File: config.mk
export PLATFORM = sky130hd
export DESIGN_NAME = ece571f23_g5_aes_subbytes_seq
export DESIGN_NICKNAME = d
export VERILOG_FILES = /design/src/rtl/ece571f23_g5_aes_pkg.sv /design/src/rtl/ece571f23_g5_aes_inv_sbox.sv /design/src/rtl/ece571f23_g5_aes_sbox.sv /design/src/rtl/ece571f23_g5_aes_subbytes_seq.sv
export SDC_FILE = /design/constraint.sdc
export NUM_CORES = 2
export LEC_CHECK = 0
export CAP_MARGIN = 20
export CORE_MARGIN = 3
export CORE_UTILIZATION = 45
export CTS_CLUSTER_DIAMETER = 80
export CTS_CLUSTER_SIZE = 30
export DETAILED_ROUTE_END_ITERATION = 12
export PLACE_DENSITY = 0.74
export SLEW_MARGIN = 30
export SYNTH_ARGS = -nofsm -noshare
export SYNTH_HDL_FRONTEND = slang
export SYNTH_SLANG_ARGS = --single-unit
File: constraint.sdc
create_clock -name clk -period 16.95 [get_ports clk]
set_clock_uncertainty 0.15 [all_clocks]
set_input_delay 3.39 -clock clk [delete_from_list [all_inputs] [get_ports clk]]
set_output_delay 3.39 -clock clk [all_outputs]
set_load 0.01 [all_outputs]
File: src/rtl/ece571f23_g5_aes_pkg.sv
// Shared AES types, SubBytes FSM encoding and GF(2^8) S-box helpers.
// Inverse helpers are only referenced when AES_SUBBYTES_INV_EN is defined.
package ece571f23_g5_aes_pkg;

  localparam int AES_STATE_BYTES = 16;

  typedef logic [127:0] aes_state_t;
  typedef logic [7:0]   aes_byte_t;

  typedef enum logic [1:0] {
    IDLE,
    RUN,
    DONE
  } subbytes_state_e;

  function automatic aes_byte_t gf_mul(aes_byte_t a, aes_byte_t b);
    aes_byte_t p;
    aes_byte_t x;
    p = '0;
    x = a;
    for (int i = 0; i < 8; i++) begin
      if (b[i]) p = p ^ x;
      x = {x[6:0], 1'b0} ^ (x[7] ? 8'h1b : 8'h00);
    end
    return p;
  endfunction

  // a^254 is the multiplicative inverse; 0 maps to 0
  function automatic aes_byte_t gf_inv(aes_byte_t a);
    aes_byte_t r;
    aes_byte_t s;
    r = 8'h01;
    s = a;
    for (int i = 1; i < 8; i++) begin
      s = gf_mul(s, s);
      r = gf_mul(r, s);
    end
    return r;
  endfunction

  function automatic aes_byte_t sbox_fwd(aes_byte_t a);
    aes_byte_t b;
    b = gf_inv(a);
    return b ^ {b[6:0], b[7]} ^ {b[5:0], b[7:6]}
             ^ {b[4:0], b[7:5]} ^ {b[3:0], b[7:4]} ^ 8'h63;
  endfunction

  function automatic aes_byte_t sbox_inv(aes_byte_t a);
    aes_byte_t b;
    b = {a[6:0], a[7]} ^ {a[4:0], a[7:5]}
      ^ {a[1:0], a[7:2]} ^ 8'h05;
    return gf_inv(b);
  endfunction

endpackage

File: src/rtl/ece571f23_g5_aes_inv_sbox.sv
// Inverse AES S-box, purely combinational.
// Only built when AES_SUBBYTES_INV_EN is defined.
`ifdef AES_SUBBYTES_INV_EN
module ece571f23_g5_aes_inv_sbox
  import ece571f23_g5_aes_pkg::*;
(
  output aes_byte_t out,
  input  aes_byte_t in
);

  assign out = sbox_inv(in);

endmodule
`endif

File: src/rtl/ece571f23_g5_aes_sbox.sv
// Forward AES S-box, purely combinational.
module ece571f23_g5_aes_sbox
  import ece571f23_g5_aes_pkg::*;
(
  output aes_byte_t out,
  input  aes_byte_t in
);

  assign out = sbox_fwd(in);

endmodule

File: src/rtl/ece571f23_g5_aes_subbytes_seq.sv
// Sequential SubBytes engine: LANES bytes per cycle, in-place on a work reg.
// AES_SUBBYTES_INV_EN adds per-lane inverse S-boxes selected by in_inverse.
module ece571f23_g5_aes_subbytes_seq
  import ece571f23_g5_aes_pkg::*;
#(
  parameter int LANES = 4
) (
  input  logic         clk,
  input  logic         rst,
  input  logic         in_valid,
  output logic         in_ready,
  input  logic         in_inverse,
  input  logic [127:0] datain,
  output logic         out_valid,
  input  logic         out_ready,
  output logic [127:0] dataout,
  output logic         busy
);

  localparam int BEATS = AES_STATE_BYTES / LANES;
  localparam int BW    = (BEATS > 1) ? $clog2(BEATS) : 1;

  if (!(LANES == 1 || LANES == 2 || LANES == 4 ||
        LANES == 8 || LANES == 16)) begin : g_bad_lanes
    $fatal(1, "LANES must be 1, 2, 4, 8 or 16");
  end

  subbytes_state_e state_q, state_d;
  logic [BW-1:0]   beat_q, beat_d;
  aes_state_t      work_q, work_d;

  aes_byte_t lane_in  [LANES];
  aes_byte_t fwd_out  [LANES];
  aes_byte_t lane_out [LANES];

`ifdef AES_SUBBYTES_INV_EN
  logic      inv_q, inv_d;
  aes_byte_t inv_out [LANES];
`else
  logic unused_in_inverse;
  assign unused_in_inverse = in_inverse;
`endif

  for (genvar l = 0; l < LANES; l++) begin : g_lane
    assign lane_in[l] =
      work_q[8*(int'(beat_q)*LANES + l) +: 8];

    ece571f23_g5_aes_sbox u_sbox (
      .out (fwd_out[l]),
      .in  (lane_in[l])
    );

`ifdef AES_SUBBYTES_INV_EN
    ece571f23_g5_aes_inv_sbox u_inv_sbox (
      .out (inv_out[l]),
      .in  (lane_in[l])
    );
    assign lane_out[l] = inv_q ? inv_out[l] : fwd_out[l];
`else
    assign lane_out[l] = fwd_out[l];
`endif
  end

  always_comb begin
    state_d = state_q;
    beat_d  = beat_q;
    work_d  = work_q;
`ifdef AES_SUBBYTES_INV_EN
    inv_d   = inv_q;
`endif
    unique case (state_q)
      IDLE: begin
        if (in_valid) begin
          state_d = RUN;
          work_d  = datain;
          beat_d  = '0;
`ifdef AES_SUBBYTES_INV_EN
          inv_d   = in_inverse;
`endif
        end
      end
      RUN: begin
        // write back only the bytes owned by the current beat
        for (int b = 0; b < AES_STATE_BYTES; b++) begin
          if (BW'(b / LANES) == beat_q)
            work_d[8*b +: 8] = lane_out[b % LANES];
        end
        if (beat_q == BW'(BEATS - 1)) state_d = DONE;
        else beat_d = beat_q + 1'b1;
      end
      DONE: begin
        if (out_ready) state_d = IDLE;
      end
      default: state_d = IDLE;
    endcase
  end

  always_ff @(posedge clk) begin
    if (rst) begin
      state_q <= IDLE;
      beat_q  <= '0;
      work_q  <= '0;
`ifdef AES_SUBBYTES_INV_EN
      inv_q   <= 1'b0;
`endif
    end else begin
      state_q <= state_d;
      beat_q  <= beat_d;
      work_q  <= work_d;
`ifdef AES_SUBBYTES_INV_EN
      inv_q   <= inv_d;
`endif
    end
  end

  assign in_ready  = (state_q == IDLE);
  assign out_valid = (state_q == DONE);
  assign busy      = (state_q != IDLE);
  assign dataout   = work_q;

endmodule

==> metrics <==
utilization of the core after routing 52.8%; Hold Vio Cnt, Final 0; Initial DRC Count 7,293; maximum level of the CTS H-tree 4; layout overhead on the synthesized area 15.8%; Syn. warnings 0; clock transition at the registers of the reported paths 0.08 ns; dpl hpwl 156 mm; count of clock tree sinks 132; Setup-failing EPs final 0; Routed wire per std cell 19.7 um; type of the worst setup path reg -> reg; final worst path period need 16.37 ns; number of enable flip-flop cells after synthesis 0; antenna-violating nets left 0; post-synthesis average cell area 7.44 sq um; global-route wire length before repair 333 mm; asr flop ratio synth 0%; fraction of the cycle the final worst path needs 96.6%; number of input and output port buffers inserted 262; Total Die Area 147,000 sq um; maximum number of pins on one net before global-route repair 80; top cell types by occurrence after synthesis sky130_fd_sc_hd__xnor2_1, sky130_fd_sc_hd__nor2_1, sky130_fd_sc_hd__nand2_1; Post-CTS Hold Buffers 0; share of Yosys cell area claimed by the top area cell type 22.9%; post-synthesis cell type with the largest combined area sky130_fd_sc_hd__xnor2_1; Horiz. Die Dim 383 um; category of the worst setup path launch point register; netlist area before placement 63,900 sq um; number of I/O pins 264; Place WS -0.485 ns; clock tree root driver cell sky130_fd_sc_hd__clkbuf_16; Reg area 2650 sq um; most instantiated library cell after synthesis sky130_fd_sc_hd__xnor2_1; vias in the first global route 60,300; Most common cell on crit path sky130_fd_sc_hd__xnor2_1; Bufs on Longest Clock Path 2; initial antenna violation count 8; worst hold-check path type reg -> reg; Max Freq 61.1 MHz; Critical Path Max Stage Delay 0.62 ns; floorplan row count 137; global-route usage over all layers 27.4%; initial core utilization 45.6%; total DRC errors in the routed layout 0; number of search-and-repair iterations in the first detailed-routing pass 6; kind of capture point of the worst setup path register; TritonCTS clock tree done; Synth Instances 8,594; share of the yosys chip area belonging to registers 4.13%; worst-case headroom to the max-slew limit 24.6%; layout cell share with drive strength beyond 1 15.5%; worst slew pin tran 1.12 ns; smallest setup slack after layout 0.579 ns; insertion delay of the later-clocked pin in the worst-skew pair 0.51 ns; Main synth FF type sky130_fd_sc_hd__dfxtp_1; weighted congestion at the end of routability-driven global placement 0.942; Critical-path top delay cell sky130_fd_sc_hd__a222oi_1; Slew Limit Fails 0; highest net fanout along the worst path 15; number of nets in the layout 9,085; run status finished, final reports clean; endpoint arrival time on the critical path 16.58 ns; combined area of the multi-input logic cells 60,300 sq um; ranking of synthesized cells by area sky130_fd_sc_hd__xnor2_1, sky130_fd_sc_hd__xnor3_1, sky130_fd_sc_hd__nor2_1; via total after detailed routing 64,900; die extent in y 383 um; Maximum Capacitance Violations 0; Core Area 140,000 sq um; routed via count divided by cell count 6.00; Netlist cell types 129; Synth Net Count 8,759; fill count 13,200; grt total ovfl 0; routed wire length 213 mm; flops & latches, synth 132; RSZ-0062 raised after global routing true; TritonCTS Buffers 17; required time of the critical path 17.16 ns
[metrics by stage]
step,std cells,area [sq um],TNS (ns),hold WS [ns]
2_1_floorplan,8594,64000,0,0.340
3_3_place_gp,10700,70600,-5.43,0.307
3_5_place_dp,10700,70700,-21.50,0.316
4_1_cts,10700,71600,0,0.329
5_1_grt,10800,74000,-2.53,0.360
6_report,10800,74000,0,0.331
[registers in the layout (all words and copies together) (netlist names)]
name	flops
state_q	2
dataout	128
beat_q	2
[worst paths after layout]
check                                  from                         to  slack (ns)  cells past startpoint
setup reg to reg     beat_q[0]$_SDFFE_PP0P_   dataout[51]$_SDFFE_PP0P_        0.58                     61
hold / removal    dataout[123]$_SDFFE_PP0P_  dataout[123]$_SDFFE_PP0P_        0.33                      2
setup / recovery     beat_q[0]$_SDFFE_PP0P_   dataout[51]$_SDFFE_PP0P_        0.58                     61
hold reg to reg   dataout[123]$_SDFFE_PP0P_  dataout[123]$_SDFFE_PP0P_        0.33                      2
[area by class of cell]
| cell class | count | area share, % |
|---|---|---|
| Antenna cell | 8 | 0.0270 |
| Clock buffer | 17 | 0.575 |
| Clock inverter | 14 | 0.159 |
| Inverter | 124 | 0.629 |
| Multi-Input combinational cell | 7730 | 81.5 |
| Sequential cell | 132 | 3.58 |
| Tap cell | 1876 | 3.17 |
| Timing Repair Buffer | 915 | 10.4 |
[critical path, delay by kind of cell, from the launching register on]
family                     cells  cell delay (ns)
AOI/OAI and AO/OA              9             1.85
xor gates and xnor gates      31             9.32
adders and majority gates      2             0.73
buffers and inverters          8             1.41
DFF                            1             0.36
muxes                          2             0.79
and+or+nand+nor                9             1.53
[cells by family after synthesis]
| group | after synthesis | share of synthesized area [%] |
|---|---|---|
| mux | 311 | 5.67 |
| xor+xnor | 2590 | 44.9 |
| flops | 132 | 4.13 |
| simple gates | 2913 | 19.9 |
| fa+ha+maj | 33 | 0.642 |
| buf+inv | 734 | 5.32 |
| compound gates | 1881 | 19.5 |
[per-layer routing]
layer | vias to the layer above | GRT usage, % | share of wire, %
li1 | 30500 | - | -
met4 | 8 | 8.94 | 3.1
met2 | 3092 | 43.8 | 45
met5 | - | 0 | 0.022
met1 | 31000 | 37.4 | 42
met3 | 409 | 4.63 | 9.2
[repair_timing]
action | CTS | global route
cloned | 0 | 2
buffers inserted | 14 | 98
resized for setup | 29 | 249
hold endpoints to repair | 0 | 0
pin swaps | 7 | 61
endpoints found under the setup margin | 126 | 128
[cell usage in the layout (no fill, tap or decap), types with 230 or more instances in the layout]
cell type                         Yosys  final
sky130_fd_sc_hd__a21oi_1            515    505
sky130_fd_sc_hd__buf_4               50    641
sky130_fd_sc_hd__clkdlybuf4s50_1      0    261
sky130_fd_sc_hd__nand2_1            805    800
sky130_fd_sc_hd__nor2_1            1281   1267
sky130_fd_sc_hd__nor3_1             234    230
sky130_fd_sc_hd__o21ai_0            329    322
sky130_fd_sc_hd__xnor2_1           1668   1508
sky130_fd_sc_hd__xnor2_2            105    236
sky130_fd_sc_hd__xor2_1             439    402
Power is not shown: default switching activity piles up to over one toggle a cycle in this logic, so the estimate is an artifact.
